--- src/rtl/echo_stream.sv ---
// echo_stream: valid/ready byte loopback through a DEPTH-entry FIFO, with
// optional CR -> CR LF expansion, a TX transfer counter and a sticky done flag.
module echo_stream #(
  parameter int WIDTH = 8,
  parameter int DEPTH = 16,
  parameter int CRLF  = 0
) (
  input  logic             clk,
  input  logic             rst,
  input  logic             i_rx_valid,
  input  logic [WIDTH-1:0] i_rx_data,
  input  logic             i_rx_eof,
  output logic             o_rx_ready,
  output logic             o_tx_valid,
  output logic [WIDTH-1:0] o_tx_data,
  input  logic             i_tx_ready,
  output logic [15:0]      o_count,
  output logic             o_done
);

  localparam int AW = $clog2(DEPTH);
  localparam logic [0:0] ST_PASS = 1'b0;
  localparam logic [0:0] ST_LF   = 1'b1;
  localparam logic [WIDTH-1:0] CR_C = WIDTH'(8'h0D);
  localparam logic [WIDTH-1:0] LF_C = WIDTH'(8'h0A);
  localparam logic [AW:0] PTR_ONE = {{AW{1'b0}}, 1'b1};
  localparam logic CRLF_EN = (CRLF != 0);

  logic [WIDTH-1:0] mem_r [DEPTH];
  logic [AW:0]      wr_ptr_r;
  logic [AW:0]      rd_ptr_r;
  logic [0:0]       state_r;
  logic             eof_seen_r;
  logic             done_r;
  logic [15:0]      count_r;

  logic             empty_s;
  logic             full_s;
  logic             rx_xfer_s;
  logic             wr_en_s;
  logic             tx_xfer_s;
  logic             is_cr_s;
  logic [WIDTH-1:0] head_s;

  // FIFO status, handshakes and the output mux selected by the LF state
  always_comb begin
    empty_s    = (wr_ptr_r == rd_ptr_r);
    full_s     = (wr_ptr_r[AW] != rd_ptr_r[AW]) &&
                 (wr_ptr_r[AW-1:0] == rd_ptr_r[AW-1:0]);
    o_rx_ready = !rst && !full_s && !eof_seen_r;
    rx_xfer_s  = i_rx_valid && o_rx_ready;
    wr_en_s    = rx_xfer_s && !i_rx_eof;
    head_s     = mem_r[rd_ptr_r[AW-1:0]];
    o_tx_valid = 1'b0;
    o_tx_data  = head_s;
    case (state_r)
      ST_PASS: begin
        o_tx_valid = !empty_s && !done_r;
        o_tx_data  = head_s;
      end
      ST_LF: begin
        o_tx_valid = 1'b1;
        o_tx_data  = LF_C;
      end
      default: begin
        o_tx_valid = 1'b0;
        o_tx_data  = head_s;
      end
    endcase
    tx_xfer_s = o_tx_valid && i_tx_ready;
    is_cr_s   = CRLF_EN && (state_r == ST_PASS) && (o_tx_data == CR_C);
  end

  // storage array; no reset needed since pointers define what is valid
  always_ff @(posedge clk) begin
    if (wr_en_s) begin
      mem_r[wr_ptr_r[AW-1:0]] <= i_rx_data;
    end
  end

  // pointers, EOF/done tracking, transfer counter and the LF-injection state
  always_ff @(posedge clk) begin
    if (rst) begin
      wr_ptr_r   <= '0;
      rd_ptr_r   <= '0;
      state_r    <= ST_PASS;
      eof_seen_r <= 1'b0;
      done_r     <= 1'b0;
      count_r    <= 16'd0;
    end else begin
      if (wr_en_s) begin
        wr_ptr_r <= wr_ptr_r + PTR_ONE;
      end
      if (rx_xfer_s && i_rx_eof) begin
        eof_seen_r <= 1'b1;
      end
      if (tx_xfer_s) begin
        count_r <= count_r + 16'd1;
      end
      if (tx_xfer_s && (state_r == ST_PASS)) begin
        rd_ptr_r <= rd_ptr_r + PTR_ONE;
      end
      if (eof_seen_r && empty_s && (state_r == ST_PASS)) begin
        done_r <= 1'b1;
      end
      case (state_r)
        ST_PASS: state_r <= (tx_xfer_s && is_cr_s) ? ST_LF : ST_PASS;
        ST_LF:   state_r <= tx_xfer_s ? ST_PASS : ST_LF;
        default: state_r <= ST_PASS;
      endcase
    end
  end

  assign o_count = count_r;
  assign o_done  = done_r;

endmodule

--- config.mk ---
export PLATFORM = sky130hd
export DESIGN_NAME = echo_stream
export DESIGN_NICKNAME = d
export VERILOG_FILES = /design/src/rtl/echo_stream.sv
export SDC_FILE = /design/constraint.sdc
export NUM_CORES = 1
export LEC_CHECK = 0
export CORE_UTILIZATION = 59
export CTS_CLUSTER_DIAMETER = 40
export DETAILED_ROUTE_END_ITERATION = 6
export PLACE_DENSITY = 0.79
export RECOVER_POWER = 25
export SYNTH_ARGS = -nofsm -noshare
export SYNTH_HDL_FRONTEND = slang
export SYNTH_SLANG_ARGS = --single-unit
--- constraint.sdc ---
create_clock -name clk -period 2.71 [get_ports clk]
set_input_delay 0.271 -clock clk [delete_from_list [all_inputs] [get_ports clk]]
set_output_delay 0.271 -clock clk [all_outputs]
set_load 0.1 [all_outputs]
After elaboration in Yosys (flattened, before gate mapping)
Memory sizes are Yosys's and may differ from the RTL's. A register that Yosys moved wholly into a read port is not among the register bits.
Cells that the tools add are included.
{"block": "classes", "reduce_logical": 17, "bitwise_logic": 1, "mux": 8, "addsub": 3, "n_eq_ne": 3}
{"cell": "$add A16 B1 Y16 const B", "n": 1}
{"cell": "$pmux W8 S2", "n": 1}
{"cell": "$logic_and A1 B1 Y1", "n": 11}
{"cell": "$add A5 B1 Y5 const B", "n": 2}
{"cell": "$mux W4", "n": 2}
{"cell": "$logic_not A1 Y1", "n": 6}
{"cell": "$eq A5 B5 Y1", "n": 1}
{"cell": "$eq A4 B4 Y1", "n": 1}
{"cell": "$pmux W1 S2", "n": 2}
{"cell": "$mux W1", "n": 3}
{"cell": "$ne A1 B1 Y1", "n": 1}
{"cell": "$not A1 Y1", "n": 1}
{"block": "word_totals", "ram_bits": 128, "n_memories": 1, "input_bits": 13, "ff_bits": 29}
{"name": "mem_r", "depth": 16, "word_bits": 8, "rd": 1, "rd_clocked_by_memory_dff": 1, "write_ports": 1, "line": "29", "text": "logic [WIDTH-1:0] mem_r [DEPTH];"}

Logic depth before layout (Yosys ltp)
{"block": "logic_depth", "word_depth": 9, "mapped_depth": 9, "ltp_nobuf": 6}

Worst setup path after synthesis
No wires, ideal clock.
{"block": "synth_path", "kind": "register to output", "startpoint": "register wr_ptr_r[2]", "endpoint": "output o_rx_ready", "required_time_ns": 2.439, "arrival_time_ns": 3.087, "stages_incl_launch_ff": 7, "slack_ns": -0.648, "cell_sequence": "dfxtp_1 -> buf_4 -> xnor2_1 -> and4_1 -> buf_6 -> and2_1 -> nor3_1"}
{"block": "synth_between", "elab_chain_cells": 5}
{"element": "start: declaration", "line": "30", "text": "logic [AW:0] wr_ptr_r;"}
{"element": "start signal: assignment", "line": "92", "text": "wr_ptr_r <= wr_ptr_r + PTR_ONE;"}
{"element": "$eq A4 B4 Y1", "line": "49", "text": "(wr_ptr_r[AW-1:0] == rd_ptr_r[AW-1:0]);"}
{"element": "$logic_and A1 B1 Y1", "line": "48", "text": "full_s = (wr_ptr_r[AW] != rd_ptr_r[AW]) &&"}
{"element": "$logic_not A1 Y1", "line": "50", "text": "o_rx_ready = !rst && !full_s && !eof_seen_r;"}
{"element": "$logic_and A1 B1 Y1 (2 in series)", "line": "50"}
{"element": "end: declaration", "line": "13", "text": "output logic o_rx_ready,"}
Every way passes these cells.

==> results.md <==
Status:
- The flow ran to the end, and the final reports show no timing, DRC or antenna violations.

STA:
- The maximum clock frequency is roughly 0.38 GHz.
- Setup repair after global routing left no endpoint under its margin.
- The final number of setup-violating endpoints is 0.
- The setup slack after layout is ~53 ps.
- The count of endpoints failing hold in the final timing report is 0.
- The final critical path takes up between 90% and 100% of the cycle.
- The transition at the pin with the smallest max-transition slack is roughly 700 ps.
- The post-route setup TNS is 0 ps.
- The worst-case clock skew is 8.57 ps.
- In this run the tightest slew margin relative to its limit is ~53%.
- The final period demand of the worst path is ~2700 ps.
- The post-route worst hold slack is 397 ps.
- The number of max-slew violations in the final report was 0.

Final layout:
- Cells fill a little under three quarters of the core in the end.
- The share of cells above drive strength 1 is approximately 25%.
- The post-route standard cell area excluding fillers is between 0.007 and 0.008 sq mm.
- The net count of the finished layout is around 470.
- The filler cells instantiated in the layout total 693.
- The number of non-filler instances in the completed layout is ~600.
- The repair_antennas step left the layout with diodes totalling 0.
- Relative to the synthesized area, the layout overhead comes to 18.5%.

Setup path:
- The arrival time of the worst setup path is about 2400 ps.
- Along the worst path, the maximum fanout reaches 28.
- Traced cell by cell, the critical path runs through buf_12, mux4_2, mux2i_1, o22ai_2, buf_12.
- Together, buffers and inverters on the worst path number 2.
- The delay of the slowest critical-path stage is approximately 580 ps.
- The worst setup path is of the flop to output pin kind.
- Counting stages on the worst path, the most repeated cell is buf_12.
- The capturing element type of the critical path is an output pin.
- For this design, the slowest cell found on the critical path is mux4_2.
- The startpoint of the worst-slack reg-to-reg timing path is wr_ptr_r[2].
- The required time at the worst-slack endpoint is between 2000 and 2500 ps.
- The startpoint class of the critical path is a flop.
- The cell family contributing the most delay on the critical path is multiplexers.

Clock tree:
- Clock-pin slew was measured on the worst setup and hold paths at about 60 ps.
- The CTS tree is done.
- The H-tree was split into 4 levels.
- Clock tree synthesis found a total of roughly 160 sinks.
- The maximum buffer depth of the clock tree is 2.
- The latest clock arrival within the worst-skew pair is ~530 ps.
- The total CTS buffers is 17.
- The library cell used as clock root buffer is clkbuf_8.
- The number of setup buffers added after CTS is 0.

Logic synthesis:
- In this run, distinct cell masters in the synthesized netlist total just over 40.
- The area fraction of the dominant cell type after synthesis is between 50% and 60%.
- The number of enable-type register cells in the synthesized netlist is approximately 130.
- Sorting the synthesized cells by area gives the leading types as edfxtp_1 59%, mux4_2 11%, dfxtp_1 10%.
- The number of synthesized register bits is about 160.
- For this run, the leading register cell type out of synthesis is edfxtp_1.
- The area of the mapped netlist is ~0.0066 sq mm.
- In the synthesized netlist the async set-or-reset flop fraction comes to 0%.
- The mean cell area of the mapped netlist is between 15 and 20 sq um.
- The post-synthesis net count is 422.
- The library cell occupying the most area in the post-synthesis netlist is edfxtp_1.
- By count the netlist is led by 128 x edfxtp_1, 33 x dfxtp_1, 32 x mux4_2, 22 x nor2_1, 20 x a21oi_1.
- The cell count after synthesis is slightly above 400.
- The share of the yosys chip area belonging to registers is about two thirds.
- In the post-synthesis netlist, the cell with the most instances is edfxtp_1.
- The Yosys step of the flow raised 0 warnings.

Floorplan:
- The die covers between 0.01 and 0.015 sq mm.
- The die outline width is 107 microns.
- The floorplan step defined a core boundary enclosing ~0.011 sq mm.
- The effective utilization at floorplan is 60.5%.
- The row count is 38.
- The number of top-level design ports is 40.
- The vertical die dimension is roughly 110 microns.

Placement:
- Including well taps, the total number of placed cells is between 500 and 600.
- The placed wire-length estimate is 8420 microns.
- Summing all placed instances gives a cell area of 0.00722 sq mm.
- The minimum setup slack after placement is 477 ps.
- In this run the tool buffered the top-level ports with 39 buffer cells.
- At the end of routability-driven placement, the weighted congestion stood at between 0.7 and 0.8.

Power:
- The worst-case IR drop observed on VDD is between 0.0003 and 0.0004 V.
- The analysis attributes to cell leakage a power of approximately 2.5 nW.
- The power per standard cell area is 693 mW/mm^2.
- The design draws around 5.4 mW.

GRT:
- The initial antenna violation count is 0.
- The wire length of the first global-routing pass is ~20000 microns.
- Global routing used about a quarter of the available tracks.
- The largest net degree at the start of global routing is 38.
- Global routing finished with a remaining overflow of 0.
- The via count of the first global-routing pass was around 3700.

Drt:
- The aggregate routed wire length is roughly 13000 microns.
- The first TritonRoute pass finished after 5 iterations.
- The number of design-rule violations left by the first detailed-router iteration is 352.
- The routed layout has around 3800 vias.
- The post-route DRC violation count is 0.
- The detail-routed via count per cell is about 6.3.
- The count of nets left with antenna violations once routing finished came out at 0.
- In the final routed layout, each cell accounts on average for about 22 microns.

Job:
- Max-cap violations in this run came to 0.

Min path:
- The critical hold path startpoint is i_rx_valid.
- In this run the worst hold path is classified as input pin to flop.
## final cells by class
| type | instances | area (sq um) | area share [%] |
|---|---|---|---|
| clock buffers | 22 | 443 | 5.69 |
| clock inverters | 10 | 113 | 1.45 |
| inverters | 6 | 22.5 | 0.290 |
| multi-input cells | 213 | 1970 | 25.3 |
| flip-flops and latches | 161 | 4510 | 57.9 |
| well taps | 140 | 175 | 2.25 |
| repair buffers | 51 | 551 | 7.08 |
## cell families after synthesis
family	Yosys count	synth area share, %
multiplexers	49	13.6
AO/OA/AOI/OAI	51	4.84
buffers and inverters	29	2.08
flip-flops	161	68.6
AND/OR/NAND/NOR	94	7.85
adder cells (fa/ha/maj)	6	1.14
XOR/XNOR	13	1.85
## worst reg2reg max path: stages, from the launching register on
cell	delay (ps)
dfxtp_1	510
xnor2_1	140
and4_1	330
a21oi_1	190
buf_4	220
and3_1	450
## final timing paths
kind             endpoint  slack (ps)  cells after the start
min reg2reg   o_count[15]         490                      2
max reg2reg  mem_r[12][6]         520                      5
min            eof_seen_r         400                      3
max          o_tx_data[6]          50                      5
## power breakdown
| part | internal [mW] | switching (mW) |
|---|---|---|
| logic | 0.172 | 0.308 |
| registers | 2.68 | 0.0159 |
| clock network | 1.33 | 0.888 |
| total | 4.18 | 1.21 |
## routing by layer
layer / GRT usage, % / part of all wire [%] / up-vias
met5: 0 / 0 / -
met4: 8.41 / 1.3 / 0
met3: 6.42 / 6.1 / 20
met2: 38.7 / 50 / 147
met1: 33.6 / 42 / 1929
li1: - / - / 1688
## timing repair
item	CTS	global route
hold endpoints to repair	0	0
hold buffers	0	0
resized for setup	1	0
endpoints found under the setup margin	1	0
## registers in the layout, indices dropped and copies added (netlist names), named ones only
register and flops:
eof_seen_r 1, mem_r 128, o_count 16, o_done 1, rd_ptr_r 5, state_r 1
wr_ptr_r 5
## cells in the final DEF, fill, tap and decap left out, types with 7 or more instances in the layout
master	synthesis	routed
buf_4	2	28
nor2_1	22	22
buf_12	0	11
clkdlybuf4s50_1	0	7
xnor2_1	8	8
dfxtp_1	33	31
or4_1	8	8
a21oi_1	20	19
mux4_2	32	32
nand2_1	10	10
mux2i_1	16	16
or3_1	9	9
and3_1	14	14
clkbuf_16	0	16
edfxtp_1	128	128
o31ai_1	9	9
nand3_1	7	7
o21ai_0	7	7
No activity file was read; power rests on OpenSTA's default activity.
